[src/rtl/control_unit.sv]
// Sequencing FSM for the 8-bit accumulator datapath: start/fetch/decode/execute.
// Optional single-step mode is enabled by defining CU_SINGLE_STEP_EN (adds the 'step' input).
module control_unit #(
    parameter logic [1:0] ASEL_ALU = 2'd0,
    parameter logic [1:0] ASEL_IN  = 2'd1,
    parameter logic [1:0] ASEL_RAM = 2'd2
) (
    input  logic       clk,
    input  logic       clear,
    input  logic [2:0] IR75,
    input  logic       Aeq0,
    input  logic       Apos,
    input  logic       enter,
`ifdef CU_SINGLE_STEP_EN
    input  logic       step,
`endif
    output logic       IRload,
    output logic       JMPmux,
    output logic       PCload,
    output logic       Meminst,
    output logic       MemWr,
    output logic [1:0] Asel,
    output logic       Aload,
    output logic       Sub,
    output logic       halt,
    output logic [3:0] state
);

    typedef enum logic [3:0] {
        S_START  = 4'b0000,
        S_FETCH  = 4'b0001,
        S_DECODE = 4'b0010,
        S_LOAD   = 4'b1000,
        S_STORE  = 4'b1001,
        S_ADD    = 4'b1010,
        S_SUB    = 4'b1011,
        S_INPUT  = 4'b1100,
        S_JZ     = 4'b1101,
        S_JPOS   = 4'b1110,
        S_HALT   = 4'b1111
    } state_t;

    state_t state_q, state_d;
    logic   enter_q, enter_d;
    logic   enter_rise;

`ifdef CU_SINGLE_STEP_EN
    logic   step_q, step_d;
    logic   step_rise;
    assign step_d    = step;
    assign step_rise = step & ~step_q;
`endif

    assign enter_d    = enter;
    assign enter_rise = enter & ~enter_q;
    assign state      = state_q;

    always_ff @(posedge clk) begin
        if (clear) begin
            state_q <= S_START;
            enter_q <= 1'b0;
`ifdef CU_SINGLE_STEP_EN
            step_q  <= 1'b0;
`endif
        end else begin
            state_q <= state_d;
            enter_q <= enter_d;
`ifdef CU_SINGLE_STEP_EN
            step_q  <= step_d;
`endif
        end
    end

    always_comb begin
        state_d = state_q;
        IRload  = 1'b0;
        JMPmux  = 1'b0;
        PCload  = 1'b0;
        Meminst = 1'b0;
        MemWr   = 1'b0;
        Asel    = ASEL_ALU;
        Aload   = 1'b0;
        Sub     = 1'b0;
        halt    = 1'b0;
        unique case (state_q)
            S_START: begin
`ifdef CU_SINGLE_STEP_EN
                state_d = step_rise ? S_FETCH : S_START;
`else
                state_d = S_FETCH;
`endif
            end
            S_FETCH: begin
                IRload  = 1'b1;
                PCload  = 1'b1;
                state_d = S_DECODE;
            end
            S_DECODE: begin
                Meminst = 1'b1;
                state_d = state_t'({1'b1, IR75});
            end
            S_LOAD: begin
                Asel    = ASEL_RAM;
                Aload   = 1'b1;
                state_d = S_START;
            end
            S_STORE: begin
                Meminst = 1'b1;
                MemWr   = 1'b1;
                state_d = S_START;
            end
            S_ADD: begin
                Aload   = 1'b1;
                state_d = S_START;
            end
            S_SUB: begin
                Aload   = 1'b1;
                Sub     = 1'b1;
                state_d = S_START;
            end
            // Only a fresh press seen here completes the input; a held key must be re-pressed.
            S_INPUT: begin
                Asel    = ASEL_IN;
                Aload   = enter_rise;
                state_d = enter_rise ? S_START : S_INPUT;
            end
            S_JZ: begin
                JMPmux  = 1'b1;
                PCload  = Aeq0;
                state_d = S_START;
            end
            S_JPOS: begin
                JMPmux  = 1'b1;
                PCload  = Apos;
                state_d = S_START;
            end
            S_HALT: begin
                halt    = 1'b1;
                state_d = S_HALT;
            end
            default: state_d = S_START;
        endcase
    end

endmodule

[config.mk]
export PLATFORM = sky130hd
export DESIGN_NAME = control_unit
export DESIGN_NICKNAME = d
export VERILOG_FILES = /design/src/rtl/control_unit.sv
export SDC_FILE = /design/constraint.sdc
export NUM_CORES = 1
export LEC_CHECK = 0
export BUFFER_PORTS_ARGS = -buffer_cell sky130_fd_sc_hd__buf_4
export CORE_AREA = 2 2 39 41
export DETAILED_ROUTE_END_ITERATION = 12
export DIE_AREA = 0 0 41 43
export GPL_TIMING_DRIVEN = 0
export PLACE_DENSITY_LB_ADDON = 0.1
export SKIP_CTS_REPAIR_TIMING = 1
export SLEW_MARGIN = 10
export SYNTH_ARGS = -nofsm -noshare
export SYNTH_HDL_FRONTEND = slang
export SYNTH_SLANG_ARGS = --single-unit
[constraint.sdc]
create_clock -name clk -period 1.35 [get_ports clk]
set_clock_uncertainty 0.1 [all_clocks]
set_input_delay 0.135 -clock clk [delete_from_list [all_inputs] [get_ports clk]]
set_output_delay 0.135 -clock clk [all_outputs]
set_load 0.01 [all_outputs]
# Word-level counts from Yosys, hierarchy flattened

Cells that the tools add are included.
Widths: inputs -> output; s select.

Bits in writable memories: 0
Latch bits: 0
Bits of input ports: 8
Register bits: 5
Output and inout bits: 14
ROM bits: 0
Memories: 0

Multiply operators: 0
Shift-type cells: 0
$add $sub $neg: 0
Bitwise logic cells: 2
Order comparisons: 0
Equal/unequal tests: 10
Reductions and logical operators: 4
Multiplexer cells: 11
Divide/modulo/power cells: 0

Operators by type and width:

| cell               | number |
|---|---|
| $eq 4x4->1 const B | 8 |
| $pmux 4 s5         | 1 |
| $mux 1             | 6 |
| $eq 4x1->1 const B | 1 |
| $eq 4x2->1 const B | 1 |
| $logic_not 4->1    | 1 |
| $mux 4             | 1 |
| $pmux 2 s2         | 1 |
| $reduce_or 2->1    | 2 |
| $pmux 1 s3         | 1 |
| $reduce_or 3->1    | 1 |
| $pmux 1 s2         | 1 |
| $and 1x1->1        | 1 |
| $not 1->1          | 1 |

# Longest topological paths before layout

Gate-level depths: netlist of run 1.

Depth after elaboration: 4
Depth in mapped cells: 5

# Worst setup path after synthesis of run 1

No wires, ideal clock.

Kind: register -> output
Start point: reg state_q[1] (netlist: state[1])
End point: out PCload
Path buffers: 1
Arrival: 1.023 ns
Setup slack: 0.092 ns
Cell stages (with the launch flop): 6
Required time: 1.115 ns
Cell sequence: dfxtp_1 buf_4 nand2b_4 nor2_1 a21oi_1 o22ai_1

Longest elaborated chain between the ends: 2
Elaborated cells between the ends (all ways): 4
Those cells by class: eq/ne: 3; mux: 1

Ends and longest elaborated chain:

| what                                     | RTL line | source |
|---|---|---|
| start, declared                          | 43       | `state_t state_q, state_d;` |
| start signal, assigned                   | 66       | `state_q <= state_d;` |
| $eq 4x4->1 or $eq 4x1->1 (tied branches) | 85       | `unique case (state_q)` |
| $pmux 1 s3 (*)                           | 85       |  |
| end, declared                            | 19       | `output logic PCload,` |

Mark *: on every way between the ends. The rest lies on a longest branch, timed or not.

# Worst setup path in the final report of run 1

Same ends and word-level chain as after synthesis.

==> out/summary.txt, run 1 <==
FF+latch area: 113 um^2
Max Cap Violations: 0
Inserted Clock Buffers: 3
Clock slew at reported path FFs: 0.04 ns
Slew headroom: 0.891
Starting Density: 0.268
TritonCTS clock tree: built
Hold WC Path Type: in -> reg
DRT iter0 DRCs: 9
Sequential share of power: 0.301
Worst r2r src: state[0]$_SDFF_PP0_
GPL Wtd Cong: 0.699
Worst VDD drop: 429 uV
Hold Startpoint: enter
Setup CP Type: reg -> out
Yosys top cell by area: dfxtp_1
DRC Markers: 0
Drt wl/cell: 10.4 um
Synthesized flop and latch total: 5
Synth async-reset ratio: 0
Failing checks: setup timing
Post-route ant nets: 0
Worst setup margin: -0.115 ns
Antenna Cells: 0
Cell count after synthesis: 51
Min Tclk post-route: 1.46 ns
Top cell type's share of synthesized area: 0.270
Crit share post-route: 1.09
Die X-Extent: 41 um
Post-detail-place hpwl: 727 um
Total track usage: 0.124
Place WS: -0.00189 ns
Final Max Tran Viols: 0
Cell Int Power: 0.000417 W
Buffers on Ports: 21
Die ar.: 1760 um^2
Post-synthesis cell type count: 24
Longest Clk Path Bufs: 2
Nature of the critical path startpoint: flip-flop
Vias in the first global route: 355
Number of flops mapped to enable cells by yosys: 0
Routed vias: 441
Setup slack, reg-to-reg: 0.06 ns
# fillers: 149
Yosys warning count: 0
Final #Nets: 92
WHS Path Cells: 2
Die height: 43 um
DR vias/cell: 4.45
GRT overflow: 0
Max H-tree Level: 1
Share of cells above drive strength 1: 0.542
FF-to-FF path depth: 6
Clk sinks: 5
Mapped Area: 370 um^2
Worst Path Arrival: 1.23 ns
Top FF cell, synth: dfxtp_1
P per Cell Area: 893 nW/um^2
Clock power share: 0.279
Unrepaired setup endpoints after global routing: yes
Crit path max fanout: 5
Combinational share of power: 0.420
Clock Latency Late Sink: 0.23 ns
Required @ worst endpoint: 1.12 ns
Setup violators final: 6
Root buf cell: clkbuf_4
Post-synth top cells: nand2_1, nor2_1, a21oi_1, dfxtp_1
Pre-Repair DR Iteration Count: 4
Syn avg cell area: 7.26 um^2
Sequential share of the synthesized area: 0.270
Min-Delay Endpoint: enter_q$_SDFF_PP0_
Final hold violations: 0
Area grow syn2layout: 80.7%
Synth top area cells: dfxtp_1, nand2_1, nor2_1
Static Leak: 0.340 nW
# rows: 14
Routed wire length: 1.03 mm
Worst flop-to-flop path endpoint: state[3]$_SDFF_PP0_
Status: complete, but fails checks
Setup crit end kind: output pin
Area of the multi-input gates: 255 um^2
Achievable frequency: 683 MHz
Syn nets: 59
First-pass GRT wire length: 1.48 mm
Core Box Area: 1380 um^2
Largest net degree at the start of global routing: 11
Setup TNS: -0.351 ns
Boundary pin count: 22
Pwr Total: 0.000598 W
Worst-Margin Slew: 0.163 ns
Initial antenna violation count: 0
Net Sw Power: 0.000181 W
Sw frac: 0.302
==> worst max-delay path, cell delays in order (launching register included) <==
cell      delay [ns]
dfxtp_4         0.36
buf_6           0.12
nand2b_4        0.15
nor2_1          0.08
a21oi_1         0.04
o22ai_1         0.10
buf_4           0.14
==> how the worst max path moves through the flow <==
stage,startpoint,endpoint,slack [ns],cells after the start
3_5_place_dp,state[1]$_SDFF_PP0_,PCload,-0.002,6
5_1_grt,state[1]$_SDFF_PP0_,PCload,-0.17,6
3_3_place_gp,state[1]$_SDFF_PP0_,PCload,-0.01,6
6_report,state[1]$_SDFF_PP0_,PCload,-0.11,6
4_1_cts,state[1]$_SDFF_PP0_,PCload,-0.28,6
2_1_floorplan,state[1]$_SDFF_PP0_,PCload,0.09,5
==> per-stage QoR <==
step,util,hold slack [ns],instances,instance area [um^2]
after CTS,0.415,-0.0226,92,574
after global placement,0.396,0.230,88,548
after detailed placement,0.396,0.228,88,548
final,0.484,0.0396,99,669
after global routing,0.484,0.0523,99,669
after floorplan,-,0.0974,51,370
==> final cells by class <==
type | instances | area share
inverters | 4 | 0.0224
well taps | 16 | 0.0299
flip-flops and latches | 5 | 0.168
multi-input cells | 40 | 0.381
plain buffers | 2 | 0.0393
repair buffers | 28 | 0.320
clock buffers | 4 | 0.0393
==> placed cells by master, fill, tap and decap left out, types with 3 or more instances in the layout <==
cell / count
clkbuf_4: 3
a21oi_1: 4
inv_1: 3
nor2_1: 7
nand2_1: 6
a21o_1: 3
dfxtp_4: 3
buf_4: 25
==> cells by family after synthesis <==
logic type,synth area share
AOI/OAI and AO/OA,0.206
xor gates and xnor gates,0.0439
buffers and inverters,0.0912
DFF,0.270
and+or+nand+nor,0.389
==> per-layer routing <==
layer | wire length (um) | global-route usage
met1 | 460 | 0.176
met2 | 481 | 0.166
met5 | 0 | 0
met3 | 76 | 0.00524
met4 | 10 | 0.100
==> state kept, by name (all words and copies together), names as in the netlist <==
name     count
enter_q      1
state        4
==> power groups by stage <==
stage / clock, W / combinational, W / sequential, W
final: 0.000167 / 0.000251 / 0.000180
after detailed placement: 0 / 0.000204 / 0.000179
after global placement: 0 / 0.000204 / 0.000179
after floorplan: 0 / 0.000126 / 0.000181
after CTS: 0.000173 / 0.000204 / 0.000177
after global routing: 0.000187 / 0.000270 / 0.000181
Power figures use the tool's default switching activity.
==> run 2: changes to the inputs <==
--- a/config.mk
+++ b/config.mk
@@ -6,9 +6,11 @@
 export NUM_CORES = 1
 export LEC_CHECK = 0
 export BUFFER_PORTS_ARGS = -buffer_cell sky130_fd_sc_hd__buf_4
-export CORE_AREA = 2 2 39 41
+export CELL_PAD_IN_SITES_DETAIL_PLACEMENT = 1
+export CELL_PAD_IN_SITES_GLOBAL_PLACEMENT = 1
+export CORE_MARGIN = 2
+export CORE_UTILIZATION = 26
 export DETAILED_ROUTE_END_ITERATION = 12
-export DIE_AREA = 0 0 41 43
 export GPL_TIMING_DRIVEN = 0
 export PLACE_DENSITY_LB_ADDON = 0.1
 export SKIP_CTS_REPAIR_TIMING = 1
==> run 2 against run 1 <==
Against the previous run:
- count of clock-buffer cells in the layout did not move
- setup slack worse by 0.046 ns
- flip-flop and latch count is the same
- non-clock buffer count increased by 1
- sequential share of layout area fell by 0.40 points
- utilization grew 3.7 points
- die area is 1.2% lower
- power is 2.9% higher
- global-route usage up 0.25 points
- final cell count stayed put
- critical endpoint unchanged
- fmax fell by 3.0%
- critical path type unchanged
- the run still ends with setup timing left
- sequential power barely moved
==> out/summary.txt, run 2 (synthesized netlist as in run 1, its figures left out) <==
First-pass GRT wire length: 1.70 mm
Achievable frequency: 662 MHz
Core Box Area: 1320 um^2
Worst setup margin: -0.161 ns
Worst Path Arrival: 1.28 ns
Clock slew at reported path FFs: 0.04 ns
Worst-Margin Slew: 0.176 ns
Initial antenna violation count: 0
Commonest non-fill, non-tap cell in the layout: buf_4
Setup slack, reg-to-reg: 0 ns
Status: complete, but fails checks
Drt wl/cell: 12.6 um
Required @ worst endpoint: 1.12 ns
Die height: 41.7 um
Total track usage: 0.127
Final Max Tran Viols: 0
Setup TNS: -0.548 ns
Routed wire length: 1.25 mm
GPL Wtd Cong: 0.720
Min Tclk post-route: 1.51 ns
Met3 WL: 45 um
Die ar.: 1740 um^2
TritonCTS clock tree: built
Longest Clk Path Bufs: 2
Unrepaired setup endpoints after global routing: yes
Setup violators final: 8
Placement-stage cell area: 547 um^2
Setup CP Type: reg -> out
Antenna Cells: 0
Share of cells above drive strength 1: 0.571
Vias in the first global route: 396
DR vias/cell: 4.73
P per Cell Area: 897 nW/um^2
Area grow syn2layout: 85.1%
Static Leak: 0.343 nW
DRT iter0 DRCs: 1
Max Cap Violations: 0
Nature of the critical path startpoint: flip-flop
Place WS: -0.0263 ns
Setup crit end kind: output pin
Die X-Extent: 41.7 um
Routed vias: 468
Final hold violations: 0
DR top layer: met4
DRC Markers: 0
Worst hold margin: 0.0289 ns
Final #Nets: 93
WL met2: 621 um
Final Cell Area: 686 um^2
Crit share post-route: 1.12
Clk sinks: 5
Starting Density: 0.281
Most frequent cells in the layout: buf_4, nor2_1, buf_6, a21oi_1, nand2_1
Routed met1 length: 554 um
Post-route ant nets: 0
Hold WC Path Type: in -> reg
Clock Latency Late Sink: 0.24 ns
Max H-tree Level: 1
Slew headroom: 0.882
Max FFs per register: 4
Crit path max fanout: 6
Largest net degree at the start of global routing: 11
Failing checks: setup timing
Boundary pin count: 22
Pre-Repair DR Iteration Count: 2
Root buf cell: clkbuf_4
Worst VDD drop: 500 uV
Inserted Clock Buffers: 3
GRT overflow: 0
Buffers on Ports: 21
# rows: 13
Pwr Total: 0.000615 W
[run 2: changes by cell type in the layout (fill, tap and decap cells not counted), sizes merged]
cell / change
buf: +1
[run 2: final timing paths]
kind	endpoint	cells past startpoint	startpoint
min	enter_q$_SDFF_PP0_	2	enter
max reg2reg	state[3]$_SDFF_PP0_	6	state[0]$_SDFF_PP0_
min reg2reg	state[3]$_SDFF_PP0_	3	state[3]$_SDFF_PP0_
max	PCload	6	state[1]$_SDFF_PP0_
[run 2: through the flow]
stage                     utilization  instances
final                           0.520         99
after global routing            0.520         99
after CTS                       0.435         91
after detailed placement        0.415         87
after global placement          0.415         87
after floorplan                     -         51
[run 2: worst max-delay path: stages, from the launching register on]
cell and delay (ns):
dfxtp_4 0.35, buf_6 0.13, nand2b_4 0.15, nor2_1 0.10
a21oi_1 0.05, o22ai_1 0.11, buf_4 0.14
[run 2: layout make-up]
type                    count  area (um^2)
fillers                   170          632
multi-input cells          40          262
repair buffers             29          229
flip-flops and latches      5          113
clock buffers               4         26.3
plain buffers               2         22.5
well taps                  15         18.8
inverters                   4         15.0
[run 2: layer usage]
metal,global-route usage,vias to the layer above
li1,-,237
met1,0.182,212
met2,0.169,15
met3,0.0130,4
met4,0.0968,0
met5,0,-
[run 2: where the power goes]
part	switching, W	leakage (nW)	internal, W	total, W
combinational	0.000120	0.284	0.000147	0.000267
sequential	0.0000177	0.0436	0.000162	0.000180
clock	0.0000573	0.0150	0.000111	0.000169
total	0.000195	0.343	0.000420	0.000615
==> run 3: changes to the inputs <==
--- a/config.mk
+++ b/config.mk
@@ -8,7 +8,7 @@
 export BUFFER_PORTS_ARGS = -buffer_cell sky130_fd_sc_hd__buf_4
 export CELL_PAD_IN_SITES_DETAIL_PLACEMENT = 1
 export CELL_PAD_IN_SITES_GLOBAL_PLACEMENT = 1
-export CORE_MARGIN = 2
+export CORE_MARGIN = 10
 export CORE_UTILIZATION = 26
 export DETAILED_ROUTE_END_ITERATION = 12
 export GPL_TIMING_DRIVEN = 0
==> run 3 against run 2 <==
Against the previous run:
- the run still ends with setup timing left
- wire length is 8.9% higher
- sequential share of layout area up 0.49 points
- fmax is 2.6% lower
- flip-flop and latch count unchanged
- highest routed layer is now met3
==> out/summary.txt, run 3 (synthesized netlist as in run 1, its figures left out) <==
Status: complete, but fails checks
Failing checks: setup timing
GRT overflow: 0
Setup CP Type: reg -> out
Share of cells above drive strength 1: 0.578
Clock slew at reported path FFs: 0.04 ns
Min Tclk post-route: 1.55 ns
Die X-Extent: 57.7 um
Nature of the critical path startpoint: flip-flop
FF-to-FF path depth: 6
Area of the multi-input gates: 267 um^2
Worst flop-to-flop path endpoint: state[2]$_SDFF_PP0_
Worst setup path startpoint: state[1]$_SDFF_PP0_
Sequential share of power: 0.296
FF+latch area: 115 um^2
Sw frac: 0.320
Total track usage: 0.0759
Post-detail-place hpwl: 986 um
Clock power share: 0.279
Starting Density: 0.281
Area grow syn2layout: 83.8%
Pre-Repair DR Iteration Count: 3
Hold Startpoint: enter
Setup violators final: 8
Clock Latency Late Sink: 0.24 ns
Crit-path cells: buf_6 > nand2b_4 > buf_4 > and3_4 > buf_4
Buffers on Ports: 21
# rows: 13
Die ar.: 3330 um^2
DR vias/cell: 4.83
Routed vias: 473
Drt wl/cell: 13.8 um
Clk sinks: 5
Setup slack, reg-to-reg: 0.10 ns
Achievable frequency: 645 MHz
Die height: 57.7 um
Vias in the first global route: 458
Initial antenna violation count: 0
Commonest non-fill, non-tap cell in the layout: buf_4
Largest net degree at the start of global routing: 11
Final hold violations: 0
TritonCTS clock tree: built
Inserted Clock Buffers: 3
Max FFs per register: 4
Post-route ant nets: 0
P per Cell Area: 890 nW/um^2
Crit path max fanout: 6
Cell mode on critical path: buf_4
Min-Delay Endpoint: enter_q$_SDFF_PP0_
DRT iter0 DRCs: 5
Worst hold margin: 0.0267 ns
Max H-tree Level: 1
GPL Wtd Cong: 0.735
Static Leak: 0.338 nW
Cell Int Power: 0.000412 W
WHS Path Cells: 2
Final #Nets: 92
# fillers: 176
Final Max Tran Viols: 0
Boundary pin count: 22
Core Box Area: 1320 um^2
Root buf cell: clkbuf_4
Setup crit end kind: output pin
Worst r2r src: state[1]$_SDFF_PP0_
Max Cap Violations: 0
Final Cell Area: 681 um^2
Routed wire length: 1.36 mm
Required @ worst endpoint: 1.12 ns
Most frequent cells in the layout: buf_4, nand2_1, nor2_1, a21oi_1, dfxtp_4
Placement-stage cell area: 547 um^2
Slowest stage delay, CP: 0.35 ns
Crit share post-route: 1.15
Combinational share of power: 0.425
First-pass GRT wire length: 2.07 mm
Net Sw Power: 0.000194 W
Longest Clk Path Bufs: 2
Worst setup margin: -0.202 ns
Crit-path slowest cell: dfxtp_4
Worst VDD drop: 443 uV
Pwr Total: 0.000606 W
Hold WC Path Type: in -> reg
Antenna Cells: 0
Slew headroom: 0.866
Unrepaired setup endpoints after global routing: yes
Worst-Margin Slew: 0.201 ns
Worst Path Arrival: 1.32 ns
DRC Markers: 0
==> run 3: cell count changes in the layout (fill, tap and decap cells not counted), sizes merged <==
cell / delta
buf: -1
==> run 3: worst max path at each step <==
stage / endpoint / slack, ns / cells after the start
6_report: Aload / -0.20 / 5
2_1_floorplan: PCload / 0.09 / 5
3_5_place_dp: PCload / -0.03 / 6
4_1_cts: PCload / -0.29 / 6
3_3_place_gp: PCload / -0.03 / 6
5_1_grt: PCload / -0.25 / 6
==> run 3: routing by layer <==
| layer | vias up | part of all wire | global-route usage |
|---|---|---|---|
| met1 | 222 | 0.41 | 0.0889 |
| met4 | 0 | 0 | 0.0503 |
| met2 | 13 | 0.50 | 0.106 |
| li1 | 238 | - | - |
| met3 | 0 | 0.091 | 0.0370 |
| met5 | - | 0 | 0 |
==> run 3: power by group through the flow <==
stage | clock, W | combinational, W | sequential, W
global placement | 0 | 0.000210 | 0.000178
floorplan | 0 | 0.000126 | 0.000181
detailed placement | 0 | 0.000210 | 0.000179
global route | 0.000187 | 0.000286 | 0.000181
finish | 0.000169 | 0.000258 | 0.000179
CTS | 0.000179 | 0.000211 | 0.000176
==> run 3: through the flow <==
step,util,setup slack (ns),cells,setup TNS [ns]
2_1_floorplan,-,0.0924,51,0
3_3_place_gp,0.415,-0.0256,87,-0.0256
3_5_place_dp,0.415,-0.0303,87,-0.0303
4_1_cts,0.435,-0.292,91,-1.32
5_1_grt,0.517,-0.253,98,-1.33
6_report,0.517,-0.202,98,-0.688
==> run 3: area by class of cell <==
type / instances / area share
multi-input combinational: 40 / 0.392
buffer: 2 / 0.0331
tap: 15 / 0.0276
timing repair buffer: 28 / 0.318
inverter: 4 / 0.0221
clock buffer: 4 / 0.0386
sequential: 5 / 0.169
==> run 3: critical path, delay by kind of cell (launching register included) <==
family | cells | cell delay [ns]
DFF | 1 | 0.35
buffers and inverters | 3 | 0.41
and+or+nand+nor | 2 | 0.31
